==> src/rtl/univ_ff_pkg.sv <==
// Shared definitions for the universal flip-flop bank: the mode encoding and
// the mode the bank comes out of reset in.
package univ_ff_pkg;

  typedef enum logic [1:0] {
    MODE_D  = 2'd0,
    MODE_T  = 2'd1,
    MODE_SR = 2'd2,
    MODE_JK = 2'd3
  } mode_e;

  localparam int unsigned MODE_W = 2;
  localparam logic [MODE_W-1:0] RST_MODE_DEFAULT = 2'd0;

endpackage

==> src/rtl/univ_ff_cell.sv <==
// Next-state logic for one flip-flop channel. This block is purely
// combinational; the register lives in the top level.
//   mode    : current registered mode
//   q       : present state of this channel
//   a, b    : D/T/S/J and R/K inputs
//   q_nxt_c : next state (holds on the SR 11 case, never X)
//   inv_c   : SR mode with S=R=1
module univ_ff_cell
  import univ_ff_pkg::*;
(
  input  mode_e mode,
  input  logic  q,
  input  logic  a,
  input  logic  b,
  output logic  q_nxt_c,
  output logic  inv_c
);

  always_comb begin
    q_nxt_c = q;
    inv_c   = 1'b0;
    case (mode)
      MODE_D: q_nxt_c = a;
      MODE_T: q_nxt_c = q ^ a;
      MODE_SR: begin
        case ({a, b})
          2'b01:   q_nxt_c = 1'b0;
          2'b10:   q_nxt_c = 1'b1;
          2'b11:   inv_c   = 1'b1;  // state holds; flagged instead
          default: q_nxt_c = q;
        endcase
      end
      MODE_JK: begin
        case ({a, b})
          2'b01:   q_nxt_c = 1'b0;
          2'b10:   q_nxt_c = 1'b1;
          2'b11:   q_nxt_c = ~q;
          default: q_nxt_c = q;
        endcase
      end
      default: q_nxt_c = q;
    endcase
  end

endmodule

==> src/rtl/univ_ff_bank.sv <==
// Bank of WIDTH flip-flops whose behaviour (D, T, SR, JK) is chosen at run
// time by a registered mode. SR invalid inputs hold state, set a sticky
// per-bit flag and bump a saturating per-cycle event counter.
//   clk, rst_n       : clock, async active-low reset
//   mode_in, mode_ld : new mode value and its load strobe
//   en               : update enable for q / err / err_cnt
//   a, b             : per-bit D/T/S/J and R/K inputs
//   err_clr          : clear err and err_cnt
//   q, qn            : state and its combinational inverse
//   mode             : current mode
//   err, err_cnt     : sticky invalid flags, saturating invalid-cycle count
module univ_ff_bank
  import univ_ff_pkg::*;
#(
  parameter int unsigned       WIDTH    = 8,
  parameter int unsigned       CNT_W    = 8,
  parameter logic [MODE_W-1:0] RST_MODE = RST_MODE_DEFAULT
) (
  input  logic              clk,
  input  logic              rst_n,
  input  logic [MODE_W-1:0] mode_in,
  input  logic              mode_ld,
  input  logic              en,
  input  logic [WIDTH-1:0]  a,
  input  logic [WIDTH-1:0]  b,
  input  logic              err_clr,
  output logic [WIDTH-1:0]  q,
  output logic [WIDTH-1:0]  qn,
  output logic [MODE_W-1:0] mode,
  output logic [WIDTH-1:0]  err,
  output logic [CNT_W-1:0]  err_cnt
);

  localparam logic [CNT_W-1:0] CNT_MAX = '1;

  logic [WIDTH-1:0] q_nxt;
  logic [WIDTH-1:0] inv;
  logic [WIDTH-1:0] inv_en;
  logic             any_inv;

  // Per-bit next-state logic, all driven by the current (old) mode
  for (genvar i = 0; i < WIDTH; i++) begin : g_cell
    univ_ff_cell u_cell (
      .mode    (mode_e'(mode)),
      .q       (q[i]),
      .a       (a[i]),
      .b       (b[i]),
      .q_nxt_c (q_nxt[i]),
      .inv_c   (inv[i])
    );
  end

  assign inv_en  = en ? inv : '0;
  assign any_inv = |inv_en;
  assign qn      = ~q;

  // Mode register; a load takes effect from the following edge
  always_ff @(posedge clk or negedge rst_n) begin
    if (!rst_n)       mode <= RST_MODE;
    else if (mode_ld) mode <= mode_in;
  end

  // Flip-flop state
  always_ff @(posedge clk or negedge rst_n) begin
    if (!rst_n)  q <= '0;
    else if (en) q <= q_nxt;
  end

  // Sticky flags: bits flagged on the clearing edge still get set
  always_ff @(posedge clk or negedge rst_n) begin
    if (!rst_n) err <= '0;
    else        err <= (err_clr ? '0 : err) | inv_en;
  end

  // Saturating invalid-cycle counter; clear beats increment
  always_ff @(posedge clk or negedge rst_n) begin
    if (!rst_n)                          err_cnt <= '0;
    else if (err_clr)                    err_cnt <= '0;
    else if (any_inv && err_cnt != CNT_MAX) err_cnt <= err_cnt + CNT_W'(1);
  end

endmodule

==> config.mk <==
export PLATFORM = sky130hd
export DESIGN_NAME = univ_ff_bank
export DESIGN_NICKNAME = d
export VERILOG_FILES = /design/src/rtl/univ_ff_pkg.sv /design/src/rtl/univ_ff_cell.sv /design/src/rtl/univ_ff_bank.sv
export SDC_FILE = /design/constraint.sdc
export NUM_CORES = 1
export LEC_CHECK = 0
export BUFFER_PORTS_ARGS = -buffer_cell sky130_fd_sc_hd__buf_2
export CORE_MARGIN = 8
export CORE_UTILIZATION = 35
export DETAILED_ROUTE_END_ITERATION = 10
export PLACE_DENSITY = 0.6
export SETUP_SLACK_MARGIN = 0.5
export SLEW_MARGIN = 20
export SYNTH_ARGS = -nofsm -noshare
export SYNTH_HDL_FRONTEND = slang
export SYNTH_SLANG_ARGS = --single-unit
==> constraint.sdc <==
create_clock -name clk -period 3.7 [get_ports clk]
set_clock_uncertainty 0.15 [all_clocks]
set_input_delay 0.185 -clock clk [delete_from_list [all_inputs] [get_ports clk]]
set_output_delay 0.185 -clock clk [all_outputs]
set_load 0.05 [all_outputs]
==> impl_metrics.toml <==
[route]
drt_first_iter_violations = 93
drc_errors = 0
finalWirelength_um = 4250
dr.pass1.iters = 4
vias = 1533
wire_per_inst_um = 15.4
ant_nets = 0
via_per_inst = 5.53

[synth]
syn_area_sq_um = 1580
ys_types = 39
synth_nets = 199
synth.most_common_cell = "dfrtp_1"
yosys.area_share.adder_pct = 0.791
synth_area_leader_cell = "dfrtp_1"
synth.mux.area_fraction_pct = 0.711
async_reset_ff_share_pct = 100
synth-seq-area-share_pct = 41.1
synth_edf_count = 0
synth_top_family_by_area = "compound AO/OA/AOI/OAI gates"
netlist_instances = 175
synth_commonest_cells = "dfrtp_1 (26), a21oi_1 (15), nand2_1 (14)"
ys_seq_elements = 26
synth-compound-area-share_pct = 25.7
synthFlopType = "dfrtp_1"
synthTopCellsByArea = "dfrtp_1 (41%), a21oi_1 (4.7%), o2bb2ai_1 (4.4%), buf_4 (4.3%), nor3b_1 (3.8%)"
avgSynthCellArea_sq_um = 9.04
synth_top_area_share_pct = 41.1
yosys_warnings = 0
synth_xor_xnor_area_share_pct = 0
yosys.area_share.simple_pct = 21.7

[setup_path]
cp.depth = 5
crit_buf_inv = 0
worstPathArrival_ns = 2.24
r2r_cells = 5
reg2reg_slack_ns = 1.51
cp_max_fo = 19
cp_slowest_stage_delay_ns = 0.61
reg2reg_to = "err_cnt[4]"
critPathTopFamily = "simple AND/OR/NAND/NOR gates"
worstSetupStartpointType = "flip-flop"
endpoint = "err_cnt[4]"
cp_slowest_cell = "dfrtp_1"
endpoint_kind = "flip-flop"
required_ns = 3.75
critPathLaunch = "mode[0]"
critPathKind = "flip-flop to flip-flop"
worstPathCellList = "nor2b_4 -> nand2_2 -> o21bai_4 -> or4_1 -> a21oi_1"
worstReg2RegStart = "mode[0]"

[global_route]
grt-ovfl-total = 0
grt_max_degree = 27
grt_pass1_wl_um = 7250
grt_pass1_vias = 1463
track_usage_pct = 12.1
antenna_found_initial = 0

[pwr]
combPwrFrac_pct = 41.8
power_leakage_nw = 0.914
pwr-share-clk_pct = 20.2
pwr-share-seq_pct = 38.0
vdd_drop_max_mv = 0.155
power.internal_mw = 0.509
power.switching_mw = 0.425
p_sw_share_pct = 45.5
power_density_nw_per_um2 = 481

[timing]
hold_viol_final = 0
whs_ns = 0.00908
slew_headroom_pct = 59.1
worst_slew_pin_slew_ns = 0.614
slew_viol_final = 0
rsz0062_at_grt = "false"
fin_setup_tns_ns = 0
finalCritPeriodShare_pct = 59.2
setup_viol = 0
setup_ws_ns = 1.51
max_freq_mhz = 457
finalCriticalPeriod_ns = 2.19

[floorplan]
start_util_pct = 36.4
core_area_sq_um = 4350
die_area_sq_um = 6930
die_h_um = 83.2
rows = 24
io_pins = 57
die_w_um = 83.2

[cts]
cts_buffers = 3
cts_hold_buf = 7
clock_sinks = 26
clk_pin_slew_ns = 0.10
cts_tree = "done"
post-cts-setup-buffers = 0
cts-root-buf = "clkbuf_8"
cts_resized = 0
cts_buffer_depth = 2
clk_latency_ns = 0.27
htree_levels = 1

[layout]
diodes = 0
post-route-util_pct = 44.7
fin_nets = 250
fill_cells = 429
drive_gt1_share_pct = 30.2
areaGrowthSynthToFinish_pct = 22.8
fin_area_sq_um = 1940

[place]
pre_cts_ws_ns = 1.54
place.gp.congestion = 0.790
hpwl_um = 3120
placed_cell_area_sq_um = 1820
portBuffers = 56

[hold_path]
min_path_type = "input pin to flip-flop"

[status]
status = "finished clean"

[run]
max-cap-violations = 0
[through the flow]
step | std cells | total power, mW
2_1_floorplan | 175 | 0.682
3_3_place_gp | 266 | 0.747
3_5_place_dp | 266 | 0.747
4_1_cts | 277 | 0.946
5_1_grt | 277 | 0.989
6_report | 277 | 0.934
[sequential cells by signal, summed over array words and instances (netlist names)]
signal and count:
err 8, mode 2, err_cnt 8, q 8
[cell type report]
cell class / count / area (sq um) / share of cell area (%)
Tap cell: 52 / 65.1 / 3.35
Inverter: 13 / 48.8 / 2.51
Timing Repair Buffer: 63 / 350 / 18.0
Sequential cell: 26 / 651 / 33.5
Multi-Input combinational cell: 119 / 774 / 39.8
Clock buffer: 4 / 55.1 / 2.83
[how the worst min path moves through the flow]
stage                     cells after the start        from  slack [ns]  endpoint
after global placement                        1       rst_n        0.08      q[2]
after detailed placement                      1       rst_n        0.09      q[2]
after floorplan                               0       rst_n       -0.26    err[0]
after CTS                                     3  mode_in[1]       0.002   mode[1]
after global routing                          3  mode_in[1]        0.03   mode[1]
final                                         3  mode_in[1]       0.009   mode[1]
[power groups by stage]
stage	Sequential, mW	Clock (mW)	Combinational [mW]
6_report	0.356	0.189	0.390
5_1_grt	0.361	0.211	0.417
4_1_cts	0.355	0.199	0.393
3_5_place_dp	0.360	0	0.387
3_3_place_gp	0.360	0	0.387
2_1_floorplan	0.367	0	0.316
[worst reg2reg max path, cell delays in order, from the launching register on]
cell and delay [ns]:
dfrtp_1 0.61, nor2b_4 0.27, nand2_2 0.16, o21bai_4 0.31, or4_1 0.48, a21oi_1 0.15
[layer usage]
layer | part of all wire [%] | wire (um) | track usage, %
met3 | 7.4 | 316 | 4.30
met4 | 0.42 | 18 | 2.24
met5 | 0 | 0 | 0
met2 | 45 | 1900 | 18.5
met1 | 47 | 2020 | 15.8
[layout by cell type, fill, tap and decap left out, types with 2 or more instances in the layout]
cell,netlist,routed
nor3_1,4,4
clkbuf_8,0,4
nand2_1,14,14
a221o_1,4,4
o21ai_0,11,11
buf_2,3,56
inv_1,13,13
o31ai_1,7,7
dlygate4sd3_1,0,7
or4_1,4,4
dfrtp_1,26,26
a21oi_1,15,15
nand3_1,7,7
nor3b_1,8,8
o2bb2ai_1,8,8
a22oi_1,4,4
nand4_1,3,3
nor2b_1,2,2
o211ai_1,4,4
nor2_1,4,4
and3_1,4,4
[cells by family after synthesis]
group / Yosys count
AO/OA/AOI/OAI: 58
buffers and inverters: 30
multiplexers: 1
flip-flops: 26
AND/OR/NAND/NOR: 59
adder cells (fa/ha/maj): 1
(Power assumes the default switching activity.)
